File: src/rtl/qam_demap_sequencer.sv
// qam_demap_sequencer: sequences the 16QAM hard-decision demapper datapath on dclk.
// Optional macro QAM_SEQ_PENDING_EN adds a one-deep pending-symbol flag.
module qam_demap_sequencer #(
  parameter int BITS_PER_SYM = 4,
  parameter int CAL_CYCLES   = 16
) (
  input  logic dclk,
  input  logic rst,
  input  logic enable,
  input  logic calibrate,
  input  logic sym_strobe,
  output logic latch_offset,
  output logic latch_reg,
  output logic shift,
  output logic busy,
  output logic frame_sync,
  output logic overrun
);

  // state       | meaning
  // ST_IDLE     | disabled, waiting for calibrate or enable
  // ST_CAL      | latch_offset held high for CAL_CYCLES cycles
  // ST_WAIT_SYM | enabled, waiting for a symbol strobe (or pending symbol)
  // ST_LATCH    | one-cycle capture pulse to the datapath input register
  // ST_LOAD     | datapath copies input register into output register
  // ST_SHIFT    | output register shifts out BITS_PER_SYM bits
  typedef enum logic [2:0] {
    ST_IDLE     = 3'd0,
    ST_CAL      = 3'd1,
    ST_WAIT_SYM = 3'd2,
    ST_LATCH    = 3'd3,
    ST_LOAD     = 3'd4,
    ST_SHIFT    = 3'd5
  } state_t;

  localparam int BW = $clog2(BITS_PER_SYM + 1);
  localparam int CW = $clog2(CAL_CYCLES + 1);
  localparam logic [BW-1:0] BIT_LAST = BW'(BITS_PER_SYM - 1);
  localparam logic [CW-1:0] CAL_LAST = CW'(CAL_CYCLES - 1);

  state_t          state_q, state_d;
  logic [BW-1:0]   bit_cnt_q, bit_cnt_d;
  logic [CW-1:0]   cal_cnt_q, cal_cnt_d;
  logic            overrun_q, overrun_d;
  logic            pending_q;
  logic            latch_offset_q, latch_reg_q, shift_q, busy_q, frame_sync_q;
  logic            in_symbol;

  assign in_symbol = (state_q == ST_LATCH) || (state_q == ST_LOAD) || (state_q == ST_SHIFT);

`ifdef QAM_SEQ_PENDING_EN
  logic pending_d;
`else
  assign pending_q = 1'b0;
`endif

  always_comb begin
    state_d   = state_q;
    bit_cnt_d = bit_cnt_q;
    cal_cnt_d = cal_cnt_q;
    overrun_d = overrun_q;
`ifdef QAM_SEQ_PENDING_EN
    pending_d = pending_q;
`endif
    unique case (state_q)
      ST_IDLE: begin
        if (sym_strobe) overrun_d = 1'b1;
        if (calibrate)   state_d = ST_CAL;
        else if (enable) state_d = ST_WAIT_SYM;
      end
      ST_CAL: begin
        if (sym_strobe) overrun_d = 1'b1;
        if (cal_cnt_q == CAL_LAST) state_d = ST_IDLE;
        else                       cal_cnt_d = cal_cnt_q + CW'(1);
      end
      ST_WAIT_SYM: begin
        if (calibrate) begin
          state_d = ST_CAL;
          if (sym_strobe) overrun_d = 1'b1;
        end else if (!enable) begin
          state_d = ST_IDLE;
        end else if (sym_strobe || pending_q) begin
          state_d = ST_LATCH;
          // a fresh strobe and a pending symbol together: only one can be taken
          if (sym_strobe && pending_q) overrun_d = 1'b1;
        end
      end
      ST_LATCH: state_d = ST_LOAD;
      ST_LOAD:  state_d = ST_SHIFT;
      ST_SHIFT: begin
        if (bit_cnt_q == BIT_LAST) state_d = ST_WAIT_SYM;
        else                       bit_cnt_d = bit_cnt_q + BW'(1);
      end
      default: state_d = ST_IDLE;
    endcase

    if (sym_strobe && in_symbol) begin
`ifdef QAM_SEQ_PENDING_EN
      if (pending_q) overrun_d = 1'b1;
      else           pending_d = 1'b1;
`else
      overrun_d = 1'b1;
`endif
    end

    if (state_d != state_q) begin
      bit_cnt_d = '0;
      cal_cnt_d = '0;
    end

`ifdef QAM_SEQ_PENDING_EN
    // any exit from WAIT_SYM either services or discards the pending symbol
    if ((state_q == ST_WAIT_SYM) && (state_d != ST_WAIT_SYM)) pending_d = 1'b0;
`endif
  end

  always_ff @(posedge dclk) begin
    if (!rst) begin
      state_q        <= ST_IDLE;
      bit_cnt_q      <= '0;
      cal_cnt_q      <= '0;
      overrun_q      <= 1'b0;
      latch_offset_q <= 1'b0;
      latch_reg_q    <= 1'b0;
      shift_q        <= 1'b0;
      busy_q         <= 1'b0;
      frame_sync_q   <= 1'b0;
    end else begin
      state_q        <= state_d;
      bit_cnt_q      <= bit_cnt_d;
      cal_cnt_q      <= cal_cnt_d;
      overrun_q      <= overrun_d;
      latch_offset_q <= (state_d == ST_CAL);
      latch_reg_q    <= (state_d == ST_LATCH);
      shift_q        <= (state_d == ST_SHIFT);
      busy_q         <= (state_d != ST_IDLE) && (state_d != ST_WAIT_SYM);
      frame_sync_q   <= (state_d == ST_SHIFT) && (state_q != ST_SHIFT);
    end
  end

`ifdef QAM_SEQ_PENDING_EN
  always_ff @(posedge dclk) begin
    if (!rst) pending_q <= 1'b0;
    else      pending_q <= pending_d;
  end
`endif

  assign latch_offset = latch_offset_q;
  assign latch_reg    = latch_reg_q;
  assign shift        = shift_q;
  assign busy         = busy_q;
  assign frame_sync   = frame_sync_q;
  assign overrun      = overrun_q;

endmodule

File: config.mk
export PLATFORM = sky130hd
export DESIGN_NAME = qam_demap_sequencer
export DESIGN_NICKNAME = d
export VERILOG_FILES = /design/src/rtl/qam_demap_sequencer.sv
export SDC_FILE = /design/constraint.sdc
export NUM_CORES = 1
export LEC_CHECK = 0
export ABC_CLOCK_PERIOD_IN_PS = 1800
export BUFFER_PORTS_ARGS = -buffer_cell sky130_fd_sc_hd__buf_2
export CORE_MARGIN = 3
export CORE_UTILIZATION = 35
export CTS_BUF_LIST = sky130_fd_sc_hd__clkbuf_4 sky130_fd_sc_hd__clkbuf_8 sky130_fd_sc_hd__clkbuf_16
export CTS_CLUSTER_SIZE = 25
export DETAILED_ROUTE_END_ITERATION = 8
export GPL_TIMING_DRIVEN = 0
export PLACE_DENSITY = 0.63
export SETUP_SLACK_MARGIN = 0.2
export SYNTH_ARGS = -nofsm -noshare
export SYNTH_HDL_FRONTEND = slang
export SYNTH_SLANG_ARGS = --single-unit
File: constraint.sdc
create_clock -name dclk -period 1.8 [get_ports dclk]
set_clock_uncertainty 0.2 [all_clocks]
set_input_delay 0.09 -clock dclk [delete_from_list [all_inputs] [get_ports dclk]]
set_output_delay 0.09 -clock dclk [all_outputs]
set_load 0.005 [all_outputs]
== Yosys cells after proc, flatten, opt, wreduce, memory -nomap -nowiden ==
Index checks and enable logic that the tools add are counted.

* Register bits: 17
* Input port bits: 5
* Output and inout port bits: 6
* Logic and storage cells: 53

* Add/subtract/negate cells: 2
* Eq/ne operators: 14
* Muxes and demuxes: 12
* Bitwise logic cells: 3
* Reduce and logical (&&, ||, !) cells: 13

{| class="wikitable"
|+ Operators by type and width
! cell !! number
|-
| 3-bit two-way mux || 7
|-
| 3-bit case mux with 6 select lines || 1
|-
| 3-bit by 2-bit equality test with 1-bit output, second input constant || 4
|-
| 3-bit equality test, second input constant || 3
|-
| 3-bit by 1-bit equality test with 1-bit output, second input constant || 2
|-
| 3-bit inequality test, second input constant || 2
|-
| 2-bit AND reduction || 3
|-
| 3-bit nonzero test || 2
|-
| 5-bit by 1-bit adder with 5-bit output, second input constant || 1
|-
| 5-bit by 4-bit equality test with 1-bit output, second input constant || 1
|-
| 2-bit OR reduction || 2
|-
| 3-bit by 1-bit adder with 3-bit output, second input constant || 1
|-
| 1-bit logical AND || 3
|-
| 3-bit logical NOT || 1
|-
| 1-bit two-way mux || 3
|-
| 3-bit by 2-bit inequality test with 1-bit output, second input constant || 1
|-
| 3-bit inequality test || 1
|-
| 1-bit inverter || 3
|-
| 1-bit logical OR || 2
|-
| 1-bit case mux with 2 select lines || 1
|}

== Depth between registers and ports, before layout ==
Gate-level depths: netlist of run 1.

* Word-level depth: 6
* Depth in mapped cells: 7
* Gate-level depth less buffers: 7

== Worst setup path after synthesis of run 1 ==
Ideal clock, no wire load.

* Path type: register to register
* Start: reg cal_cnt_q[0]
* End: reg latch_offset_q (netlist: latch_offset)
* Library setup time: 0.088 ns
* Data arrival time: 1.676 ns
* Data required time: 1.512 ns
* Slack: -0.164 ns
* Cell stages (with the launch flop): 8
* Path buffers: 0
* Clock period less this slack: 1.964 ns
* Cells stage by stage: dfxtp_1 ha_1 and3_1 ha_1 or3b_1 a21oi_1 o21ai_1 nor4_2

* Word-level cells in the longest chain between the ends: 4

{| class="wikitable"
|+ Ends and longest elaborated chain
! element !! line !! RTL
|-
| start, declared || 43 || <nowiki>logic [CW-1:0] cal_cnt_q, cal_cnt_d;</nowiki>
|-
| start signal, assigned || 131 || <nowiki>cal_cnt_q <= cal_cnt_d;</nowiki>
|-
| 5-bit by 4-bit equality test with 1-bit output || 73 || <nowiki>if (cal_cnt_q == CAL_LAST) state_d = ST_IDLE;</nowiki>
|-
| 3-bit two-way mux || 73 ||
|-
| 3-bit case mux with 6 select lines || 65 || <nowiki>unique case (state_q)</nowiki>
|-
| 3-bit by 1-bit equality test with 1-bit output || 133 || <nowiki>latch_offset_q <= (state_d == ST_CAL);</nowiki>
|-
| end signal, assigned || 133 ||
|-
| end, declared || 46 || <nowiki>logic latch_offset_q, latch_reg_q, shift_q, busy_q, frame_sync_q;</nowiki>
|}

Every way passes these cells.
A chain may end at the register's enable or synchronous reset.

== Worst setup path after layout of run 1 ==
Same ends and word-level chain as after synthesis.

==> reports/qor_table.md, run 1 <==
| Quantity | This run |
|---|---|
| HP Start | calibrate |
| Type of origin of the critical path | register |
| Power density over the cells | 688 nW/um^2 |
| Wire length per cell after detailed routing | 10.8 um |
| GRT Resource Usage Total | 12.4% |
| Failing checks | setup timing |
| TritonCTS clock tree | yes |
| Number of standard cells in the final layout excluding fillers | 128 |
| Number of flip-flops in the largest register | 5 |
| Number of nets produced by synthesis | 87 |
| Final Hold Fails | 0 |
| Met2 wire length | 613 um |
| Most used cell along the critical path | sky130_fd_sc_hd__ha_4 |
| Number of antenna violations at the first check in global routing | 0 |
| Total global routing overflow | 0 |
| Highest-count cells in the layout ignoring fill and taps | sky130_fd_sc_hd__dfxtp_1 (13), sky130_fd_sc_hd__nor2_1 (12), sky130_fd_sc_hd__buf_2 (10) |
| Sort of element at the end of the critical path | register |
| Critical register-to-register path endpoint | latch_offset$_SDFF_PN0_ |
| Register containing the most flip-flops in the final layout | cal_cnt_q |
| Per-cell via count in the routed design | 4.65 |
| Num CTS Buffers | 3 |
| Hold path cells | 4 |
| Std-Cell Rows | 16 |
| Vertical extent of the die | 53.9 um |
| Core region area | 2060 um^2 |
| Starting DRT DRC Count | 2 |
| Largest incremental delay on the critical path | 0.36 ns |
| Port bufs | 10 |
| Peak supply drop | 0.586 mV |
| Initial cell density of the core | 38.9% |
| Top delay family on crit path | simple AND/OR/NAND/NOR gates |
| Aggregate routed wire length | 1380 um |
| Hold Crit Class | input port to register |
| Final antenna-violating net count | 0 |
| Floorplan die area | 2900 um^2 |
| Endpoint of the worst hold path | latch_reg$_SDFF_PN0_ |
| Cells traversed along the worst timing path | ha_4, and3_4, ha_4, or3b_1, a21oi_2, o21ai_2, nor4_2 |
| Total of flip-flops plus latches after synthesis | 17 |
| Wire length the detailed router placed on met1 | 671 um |
| Worst hold slack | 0.0577 ns |
| CTS clock-pin slew for the worst setup and hold paths | 0.09 ns |
| Hpwl dp | 954 um |
| Maximum buffer depth of the clock tree | 2 |
| Post-Syn Instances | 78 |
| Top routing layer in use | met4 |
| Slowest stage cell on the critical path | sky130_fd_sc_hd__or3b_1 |
| Clk_lat worst skew | 0.29 ns |
| Required time reported for the critical path endpoint | 1.81 ns |
| Depth of the CTS H-tree | 1 |
| Relative slew margins | 67.5% |
| Count of cell types in the netlist | 31 |
| Placed insts | 115 |
| Timing-limited maximum frequency | 0.530 GHz |
| Power, Total | 742 uW |
| RSZ-0062 raised after global routing | true |
| Synth Cell Area | 802 um^2 |
| Final cycle utilization of the critical path | 105% |
| Number of search-and-repair iterations in the first detailed-routing pass | 4 |
| Utilization after layout | 52.4% |
| Worst reg2reg setup slack | -0.09 ns |
| Slew at the pin closest to its max-slew limit | 0.484 ns |
| Synthesis warning total | 0 |
| Setup Crit Path Kind | register to register |
| Drc violations | 0 |
| Post-route setup TNS | -0.269 ns |
| WP data arrival | 1.90 ns |
| Endpoints failing setup | 7 |
| Relative area change from synthesis to final layout | 34.6% |
| NumNets Final | 111 |
| Count of pins over their slew limit | 0 |
| Root cell of the clock tree | sky130_fd_sc_hd__clkbuf_4 |
| Maxcap violations | 0 |
| Maximum number of pins on one net before global-route repair | 11 |
| Fraction of final layout cells sized beyond drive strength 1 | 45.5% |
| Avg Inst Size Synth | 10.3 um^2 |
| Gp weighted congestion | 0.790 |
| Fin crit period | 1.89 ns |
| DR vias | 595 |
| Diodes inserted | 0 |
| Most common library cell in the layout ignoring fill and taps | sky130_fd_sc_hd__dfxtp_1 |
| First-pass GRT wire length | 2480 um |
| Number of top-level pins | 11 |
| Reg2Reg Launch Point | cal_cnt_q[0]$_SDFFE_PP0P_ |
| Worst Path Max Fanout | 4 |
| Routed met3 length | 68 um |
| Via count of the first global-routing pass | 558 |
| Buffer and inverter count on the worst path | 0 |
| Sequential fraction of the synthesis area | 42.4% |
| Worst reg2reg path depth | 7 |
| Result of the run | finished with violations |
| Number of clock sinks | 17 |
| X dimension of the die | 53.9 um |
| Setup WS post-layout | -0.0875 ns |
| Pleak | 0.000422 uW |
| Leading registers by flop count | cal_cnt_q (5), bit_cnt_q (3), state_q (3) |
==> metrics by stage <==
stage | cell area (um^2) | setup WS (ns)
final | 1080 | -0.0875
after global routing | 1080 | -0.177
after CTS | 1050 | -0.0893
after detailed placement | 950 | -0.173
after global placement | 950 | -0.143
after floorplan | 866 | -0.0331
==> how the worst max path moves through the flow <==
stage | startpoint | end | slack [ns] | cells past startpoint
global placement | cal_cnt_q[0]$_SDFFE_PP0P_ | cal_cnt_q[3]$_SDFFE_PP0P_ | -0.14 | 7
global route | cal_cnt_q[0]$_SDFFE_PP0P_ | latch_offset$_SDFF_PN0_ | -0.18 | 7
finish | cal_cnt_q[0]$_SDFFE_PP0P_ | latch_offset$_SDFF_PN0_ | -0.09 | 7
detailed placement | cal_cnt_q[0]$_SDFFE_PP0P_ | cal_cnt_q[3]$_SDFFE_PP0P_ | -0.17 | 7
CTS | cal_cnt_q[0]$_SDFFE_PP0P_ | latch_offset$_SDFF_PN0_ | -0.09 | 7
floorplan | cal_cnt_q[0]$_SDFFE_PP0P_ | cal_cnt_q[3]$_SDFFE_PP0P_ | -0.03 | 7
==> final cells by class <==
type	instances	area (um^2)
Timing Repair Buffer	19	130
Inverter	3	11.3
Buffer	3	26.3
Fill cell	190	982
Tap cell	27	33.8
Multi-Input combinational cell	55	503
Sequential cell	17	345
Clock buffer	4	30.0
==> worst register-to-register path, cell delays in order, from the launching register on <==
cell and delay, ns:
sky130_fd_sc_hd__dfxtp_2 0.35, sky130_fd_sc_hd__ha_4 0.16, sky130_fd_sc_hd__and3_4 0.18, sky130_fd_sc_hd__ha_4 0.16, sky130_fd_sc_hd__or3b_1 0.36, sky130_fd_sc_hd__a21oi_2 0.16, sky130_fd_sc_hd__o21ai_2 0.10, sky130_fd_sc_hd__nor4_2 0.14
==> repair_timing <==
action	4_1_cts	5_1_grt
setup endpoints to repair	13	13
resized for setup	5	3
endpoints found under the hold margin	14	0
pin swaps	11	4
setup buffers	5	2
hold buffers	2	0
==> layer usage <==
layer | up-vias | GRT usage, %
li1 | 318 | -
met1 | 264 | 14.2
met2 | 9 | 19.0
met3 | 4 | 5.82
met4 | 0 | 6.38
met5 | - | 0
==> kinds of logic after synthesis <==
group,Yosys count,synth area share (%)
adders and majority gates,4,6.24
and+or+nand+nor,31,26.4
xor gates and xnor gates,4,4.37
buffers and inverters,6,4.68
DFF,17,42.4
muxes,2,2.50
AOI/OAI and AO/OA,14,13.4
==> power by group <==
part / internal (uW) / switching (uW) / leakage (uW)
Sequential: 392 / 8.30 / 0.000140
Clock: 101 / 114 / 0.0000184
Combinational: 65.1 / 62.4 / 0.000263
Total: 558 / 185 / 0.000422
==> synth_stat cells <==
| library cell | n | area (um^2) |
|---|---|---|
| sky130_fd_sc_hd__mux2i_1 | 2 | 20.0 |
| sky130_fd_sc_hd__a31oi_1 | 2 | 12.5 |
| sky130_fd_sc_hd__nand4b_4 | 1 | 23.8 |
| sky130_fd_sc_hd__buf_6 | 1 | 11.3 |
| sky130_fd_sc_hd__ha_1 | 4 | 50.1 |
| sky130_fd_sc_hd__xnor2_1 | 2 | 17.5 |
| sky130_fd_sc_hd__nor2_1 | 13 | 48.8 |
| sky130_fd_sc_hd__inv_1 | 3 | 11.3 |
| sky130_fd_sc_hd__o21bai_2 | 1 | 11.3 |
| sky130_fd_sc_hd__nor4_2 | 1 | 12.5 |
| sky130_fd_sc_hd__nor2b_1 | 4 | 25.0 |
| sky130_fd_sc_hd__o21ai_0 | 1 | 5.00 |
| sky130_fd_sc_hd__o21a_1 | 1 | 7.51 |
| sky130_fd_sc_hd__and3_1 | 1 | 6.26 |
| sky130_fd_sc_hd__a21oi_1 | 3 | 15.0 |
| sky130_fd_sc_hd__dfxtp_1 | 17 | 340 |
| sky130_fd_sc_hd__nand4_1 | 1 | 6.26 |
| sky130_fd_sc_hd__o21ai_1 | 1 | 5.00 |
| sky130_fd_sc_hd__nor4b_4 | 1 | 23.8 |
| sky130_fd_sc_hd__or3b_1 | 1 | 8.76 |
| sky130_fd_sc_hd__and3b_1 | 1 | 8.76 |
| sky130_fd_sc_hd__xor2_1 | 2 | 17.5 |
| sky130_fd_sc_hd__nor4b_2 | 1 | 15.0 |
| sky130_fd_sc_hd__nor3_1 | 1 | 5.00 |
| sky130_fd_sc_hd__buf_4 | 2 | 15.0 |
| sky130_fd_sc_hd__a21bo_2 | 1 | 10.0 |
| sky130_fd_sc_hd__o32ai_1 | 1 | 8.76 |
| sky130_fd_sc_hd__and4bb_2 | 1 | 12.5 |
| sky130_fd_sc_hd__a211oi_2 | 2 | 25.0 |
| sky130_fd_sc_hd__a21boi_0 | 1 | 7.51 |
| sky130_fd_sc_hd__nand2_1 | 4 | 15.0 |
No activity file was read; power rests on OpenSTA's default activity.
==> run 2: changes to the inputs <==
--- a/config.mk
+++ b/config.mk
@@ -12,7 +12,6 @@
 export CTS_BUF_LIST = sky130_fd_sc_hd__clkbuf_4 sky130_fd_sc_hd__clkbuf_8 sky130_fd_sc_hd__clkbuf_16
 export CTS_CLUSTER_SIZE = 25
 export DETAILED_ROUTE_END_ITERATION = 8
-export GPL_TIMING_DRIVEN = 0
 export PLACE_DENSITY = 0.63
 export SETUP_SLACK_MARGIN = 0.2
 export SYNTH_ARGS = -nofsm -noshare
==> run 2 against run 1 <==
The run ends with hold timing, setup timing left. Combinational power about the same. Cell area increased by 2.7%. Sequential cell count is the same. Total power grew 0.76%. Via count grew 3.9%. Die area stayed put. Critical path depth unchanged. Cell count grew 0.78%. Largest power group unchanged.
==> reports/qor_table.md, run 2 (same netlist as run 1, synthesis figures left out) <==
| Quantity | This run |
|---|---|
| Total global routing overflow | 0 |
| Most used cell along the critical path | sky130_fd_sc_hd__ha_4 |
| Area post-placement | 991 um^2 |
| Maximum number of pins on one net before global-route repair | 14 |
| Final cycle utilization of the critical path | 104% |
| Slew at the pin closest to its max-slew limit | 0.427 ns |
| Worst slack at placement | -0.0580 ns |
| Final antenna-violating net count | 0 |
| Power density over the cells | 675 nW/um^2 |
| NumNets Final | 112 |
| CTS clock-pin slew for the worst setup and hold paths | 0.09 ns |
| First-pass GRT wire length | 2530 um |
| Initial cell density of the core | 38.9% |
| Depth of the CTS H-tree | 1 |
| Hpwl dp | 1040 um |
| Most common library cell in the layout ignoring fill and taps | sky130_fd_sc_hd__dfxtp_1 |
| Highest-count cells in the layout ignoring fill and taps | sky130_fd_sc_hd__dfxtp_1 (13), sky130_fd_sc_hd__nor2_1 (11), sky130_fd_sc_hd__buf_2 (10) |
| Type of origin of the critical path | register |
| Floorplan die area | 2900 um^2 |
| Register containing the most flip-flops in the final layout | cal_cnt_q |
| Final Instance Area | 1110 um^2 |
| Core region area | 2060 um^2 |
| Setup Crit Path Kind | register to register |
| Number of top-level pins | 11 |
| Maximum buffer depth of the clock tree | 2 |
| Final Hold Fails | 10 |
| Per-cell via count in the routed design | 4.79 |
| Worst hold slack | -0.0680 ns |
| Peak supply drop | 0.525 mV |
| Clk_lat worst skew | 0.29 ns |
| Largest incremental delay on the critical path | 0.36 ns |
| Starting DRT DRC Count | 5 |
| Relative slew margins | 71.5% |
| Aggregate routed wire length | 1420 um |
| Count of pins over their slew limit | 0 |
| Slowest stage cell on the critical path | sky130_fd_sc_hd__or3b_1 |
| Hold Crit Class | input port to register |
| Power, Total | 748 uW |
| Required time reported for the critical path endpoint | 1.80 ns |
| Leading registers by flop count | cal_cnt_q (5), bit_cnt_q (3), state_q (3) |
| Port bufs | 10 |
| Post-route setup TNS | -0.300 ns |
| Number of antenna violations at the first check in global routing | 0 |
| Sort of element at the end of the critical path | register |
| Buffer and inverter count on the worst path | 0 |
| Number of search-and-repair iterations in the first detailed-routing pass | 4 |
| Std-Cell Rows | 16 |
| Top delay family on crit path | simple AND/OR/NAND/NOR gates |
| RSZ-0062 raised after global routing | true |
| Root cell of the clock tree | sky130_fd_sc_hd__clkbuf_4 |
| DR vias | 618 |
| Vertical extent of the die | 53.9 um |
| Wire length per cell after detailed routing | 11.0 um |
| Number of flip-flops in the largest register | 5 |
| Worst reg2reg setup slack | -0.08 ns |
| X dimension of the die | 53.9 um |
| GRT Resource Usage Total | 12.7% |
| Timing-limited maximum frequency | 0.532 GHz |
| Num CTS Buffers | 3 |
| Fin crit period | 1.88 ns |
| Hold buffer count at CTS | 1 |
| Diodes inserted | 0 |
| Maxcap violations | 0 |
| Drc violations | 0 |
| Relative area change from synthesis to final layout | 38.2% |
| Via count of the first global-routing pass | 590 |
| Pleak | 0.000427 uW |
| Cells traversed along the worst timing path | ha_4, and3_4, ha_4, or3b_1, a21oi_2, o21ai_2, nor4_2 |
| TritonCTS clock tree | yes |
| Endpoints failing setup | 9 |
| Failing checks | hold timing, setup timing |
| Worst Path Max Fanout | 4 |
| Setup WS post-layout | -0.0802 ns |
| Number of clock sinks | 17 |
| Gp weighted congestion | 0.733 |
| Result of the run | finished with violations |
| Fraction of final layout cells sized beyond drive strength 1 | 50.0% |
| WP data arrival | 1.88 ns |
==> run 2: changes by cell type in the layout (fill, tap and decap cells not counted), sizes merged <==
| cell | previous run | this run |
|---|---|---|
| dlygate4sd3 | 2 | 1 |
| buf | 20 | 22 |
==> run 2: path summary, 6_finish.rpt <==
path | depth (start not counted) | from | endpoint
setup / recovery | 7 | cal_cnt_q[0]$_SDFFE_PP0P_ | latch_offset$_SDFF_PN0_
hold / removal | 2 | rst | overrun$_SDFFE_PN0P_
setup reg to reg | 7 | cal_cnt_q[0]$_SDFFE_PP0P_ | latch_offset$_SDFF_PN0_
hold reg to reg | 2 | overrun$_SDFFE_PN0P_ | overrun$_SDFFE_PN0P_
==> run 2: worst register-to-register path, cell delays in order, from the launching register on <==
cell	delay, ns
sky130_fd_sc_hd__dfxtp_2	0.35
sky130_fd_sc_hd__ha_4	0.15
sky130_fd_sc_hd__and3_4	0.18
sky130_fd_sc_hd__ha_4	0.16
sky130_fd_sc_hd__or3b_1	0.36
sky130_fd_sc_hd__a21oi_2	0.17
sky130_fd_sc_hd__o21ai_2	0.10
sky130_fd_sc_hd__nor4_2	0.12
==> run 2: what timing repair did <==
item,4_1_cts,5_1_grt
buffers inserted,2,1
endpoints found under the setup margin,13,14
gates resized for setup,9,4
endpoints found under the hold margin,15,10
pin swaps,12,7
gates cloned,0,0
==> run 2: layout make-up <==
| class | instances | area [um^2] |
|---|---|---|
| fillers | 192 | 953 |
| multi-input cells | 55 | 527 |
| flip-flops and latches | 17 | 345 |
| repair buffers | 23 | 161 |
| well taps | 27 | 33.8 |
| clock buffers | 4 | 30.0 |
| inverters | 3 | 11.3 |
==> run 2: power breakdown <==
group,total (uW),internal [uW],switching [uW]
registers,407,392,15.8
clock network,211,101,110
logic,130,72.0,57.5
total,748,565,183
==> run 2: metrics by stage <==
stage,instances,hold slack [ns],util [%]
final,129,-0.0680,53.8
after global routing,129,-0.0701,53.8
after CTS,128,-0.0803,52.4
after detailed placement,121,0.170,48.1
after global placement,121,0.162,48.1
after floorplan,78,0.0182,-
==> run 2: metal layers <==
layer | global-route usage, % | share of wire [%] | vias up
met5 | 0 | 0 | -
met4 | 7.66 | 1.8 | 0
met3 | 5.82 | 4.6 | 2
met2 | 21.4 | 53 | 10
met1 | 12.6 | 40 | 283
li1 | - | - | 323
==> run 3: changes to the inputs <==
--- a/config.mk
+++ b/config.mk
@@ -13,7 +13,7 @@
 export CTS_CLUSTER_SIZE = 25
 export DETAILED_ROUTE_END_ITERATION = 8
 export PLACE_DENSITY = 0.63
-export SETUP_SLACK_MARGIN = 0.2
+export REMOVE_ABC_BUFFERS = 1
 export SYNTH_ARGS = -nofsm -noshare
 export SYNTH_HDL_FRONTEND = slang
 export SYNTH_SLANG_ARGS = --single-unit
==> run 3 against run 2 <==
The flow finishes with violations (setup timing). Count of clock-buffer cells in the layout did not move. Combinational power rose by 8%. Sequential cell count did not move. Total power rose by 1.8%. Maximum frequency fell by 1.7%. Largest power group unchanged.
==> reports/qor_table.md, run 3 (same netlist as run 1, synthesis figures left out) <==
| Quantity | This run |
|---|---|
| Setup WS post-layout | -0.112 ns |
| Power density over the cells | 695 nW/um^2 |
| Total global routing overflow | 0 |
| Maximum buffer depth of the clock tree | 2 |
| Diodes inserted | 0 |
| Final antenna-violating net count | 0 |
| Count of pins over their slew limit | 0 |
| Fillers | 194 |
| Hpwl dp | 1060 um |
| Maximum number of pins on one net before global-route repair | 11 |
| Starting DRT DRC Count | 1 |
| Sort of element at the end of the critical path | register |
| Std-Cell Rows | 16 |
| Setup Crit Path Kind | register to register |
| Relative area change from synthesis to final layout | 36.7% |
| Floorplan die area | 2900 um^2 |
| Worst hold slack | 0.167 ns |
| Fin crit period | 1.91 ns |
| Required time reported for the critical path endpoint | 1.84 ns |
| Per-cell via count in the routed design | 4.78 |
| Most used cell along the critical path | sky130_fd_sc_hd__ha_4 |
| Pleak | 0.000455 uW |
| Maxcap violations | 0 |
| Cells traversed along the worst timing path | ha_4, and3_4, ha_4, or3b_4, a21oi_4, o21ai_2, buf_4, inv_1 |
| RSZ-0062 raised after global routing | true |
| Number of top-level pins | 11 |
| Top delay family on crit path | simple AND/OR/NAND/NOR gates |
| Number of standard cells in the final layout excluding fillers | 134 |
| Drc violations | 0 |
| WP data arrival | 1.96 ns |
| Wire length per cell after detailed routing | 11.1 um |
| Highest-count cells in the layout ignoring fill and taps | sky130_fd_sc_hd__dfxtp_1 (15), sky130_fd_sc_hd__buf_4 (14), sky130_fd_sc_hd__nor2_1 (12) |
| DR vias | 640 |
| Utilization after layout | 53.2% |
| Final Hold Fails | 0 |
| Peak supply drop | 0.445 mV |
| Largest incremental delay on the critical path | 0.38 ns |
| Type of origin of the critical path | register |
| TritonCTS clock tree | yes |
| Register containing the most flip-flops in the final layout | cal_cnt_q |
| Gp weighted congestion | 0.705 |
| First-pass GRT wire length | 2670 um |
| Endpoints failing setup | 10 |
| Final cycle utilization of the critical path | 106% |
| Vertical extent of the die | 53.9 um |
| Num CTS Buffers | 3 |
| X dimension of the die | 53.9 um |
| Core region area | 2060 um^2 |
| Final Instance Area | 1100 um^2 |
| GRT Resource Usage Total | 13.3% |
| Aggregate routed wire length | 1490 um |
| Most common library cell in the layout ignoring fill and taps | sky130_fd_sc_hd__dfxtp_1 |
| Leading registers by flop count | cal_cnt_q (5), bit_cnt_q (3), state_q (3) |
| Number of search-and-repair iterations in the first detailed-routing pass | 3 |
| Area post-placement | 957 um^2 |
| Relative slew margins | 69.8% |
| Worst Path Max Fanout | 4 |
| Worst reg2reg path depth | 8 |
| Failing checks | setup timing |
| Number of clock sinks | 17 |
| Fraction of final layout cells sized beyond drive strength 1 | 44.9% |
| Root cell of the clock tree | sky130_fd_sc_hd__clkbuf_4 |
| Buffer and inverter count on the worst path | 2 |
| Result of the run | finished with violations |
| Hold Crit Class | input port to register |
| Slew at the pin closest to its max-slew limit | 0.449 ns |
| Number of antenna violations at the first check in global routing | 0 |
| Hold path cells | 5 |
| Port bufs | 10 |
| Number of flip-flops in the largest register | 5 |
| Initial cell density of the core | 38.9% |
| Slowest stage cell on the critical path | sky130_fd_sc_hd__or3b_4 |
| Timing-limited maximum frequency | 0.523 GHz |
| Depth of the CTS H-tree | 1 |
| Post-route setup TNS | -0.565 ns |
| CTS clock-pin slew for the worst setup and hold paths | 0.10 ns |
| Clk_lat worst skew | 0.29 ns |
| Via count of the first global-routing pass | 631 |
| Stages on the worst setup path | 8 |
| NumNets Final | 117 |
| Placed insts | 125 |
## run 3: changes by cell type in the layout (fill, tap and decap cells not counted), moves of 2 or more
cell | previous run | this run
sky130_fd_sc_hd__dfxtp_2 | 4 | 2
sky130_fd_sc_hd__dlygate4sd3_1 | 1 | 3
sky130_fd_sc_hd__buf_6 | 3 | 1
sky130_fd_sc_hd__ha_1 | 0 | 2
sky130_fd_sc_hd__ha_4 | 4 | 2
sky130_fd_sc_hd__dfxtp_1 | 13 | 15
sky130_fd_sc_hd__buf_4 | 9 | 14
## run 3: worst register-to-register path: cells and delay by family (launching register included)
family          cells  cell delay, ns
buf+inv             2            0.18
flops               1            0.35
fa+ha+maj           2            0.32
simple gates        2            0.56
compound gates      2            0.25
## run 3: path summary, 6_finish.rpt
kind | endpoint | slack (ns) | start
setup / recovery | state_q[0]$_SDFF_PN0_ | -0.11 | cal_cnt_q[0]$_SDFFE_PP0P_
hold / removal | bit_cnt_q[0]$_SDFFE_PP0P_ | 0.17 | calibrate
setup reg to reg | state_q[0]$_SDFF_PN0_ | -0.11 | cal_cnt_q[0]$_SDFFE_PP0P_
hold reg to reg | cal_cnt_q[4]$_SDFFE_PP0P_ | 0.33 | cal_cnt_q[4]$_SDFFE_PP0P_
## run 3: power by group
group | total, uW | switching (uW) | internal (uW)
clock network | 217 | 115 | 101
registers | 405 | 13.3 | 392
logic | 140 | 61.4 | 78.7
total | 762 | 190 | 572
## run 3: per-stage QoR
step	total power (uW)	worst slack [ns]
finish	762	-0.112
detailed placement	523	-0.237
global route	816	-0.215
global placement	521	-0.200
floorplan	474	-0.164
CTS	759	-0.0796
## run 3: layout make-up
class / instances / area [um^2] / area share [%]
tap: 27 / 33.8 / 3.08
clock buffer: 4 / 30.0 / 2.74
timing repair buffer: 28 / 196 / 17.9
inverter: 3 / 11.3 / 1.03
multi-input combinational: 55 / 482 / 43.9
sequential: 17 / 343 / 31.3
## run 3: timing repair
item                       CTS  global route
buffers inserted             1             1
gates resized for setup     10             5
pin swaps                    9            12
setup endpoints to repair   13            14
hold buffers                 3             0
hold endpoints to repair    17             0
## run 3: routing by layer
layer  global-route usage, %  part of all wire [%]  vias to the layer above
met3                    6.09                   5.1                        7
met2                    22.8                    49                       12
met4                    7.66                   3.9                        0
met1                    13.0                    42                      293
li1                        -                     -                      328
met5                       0                     0                        -
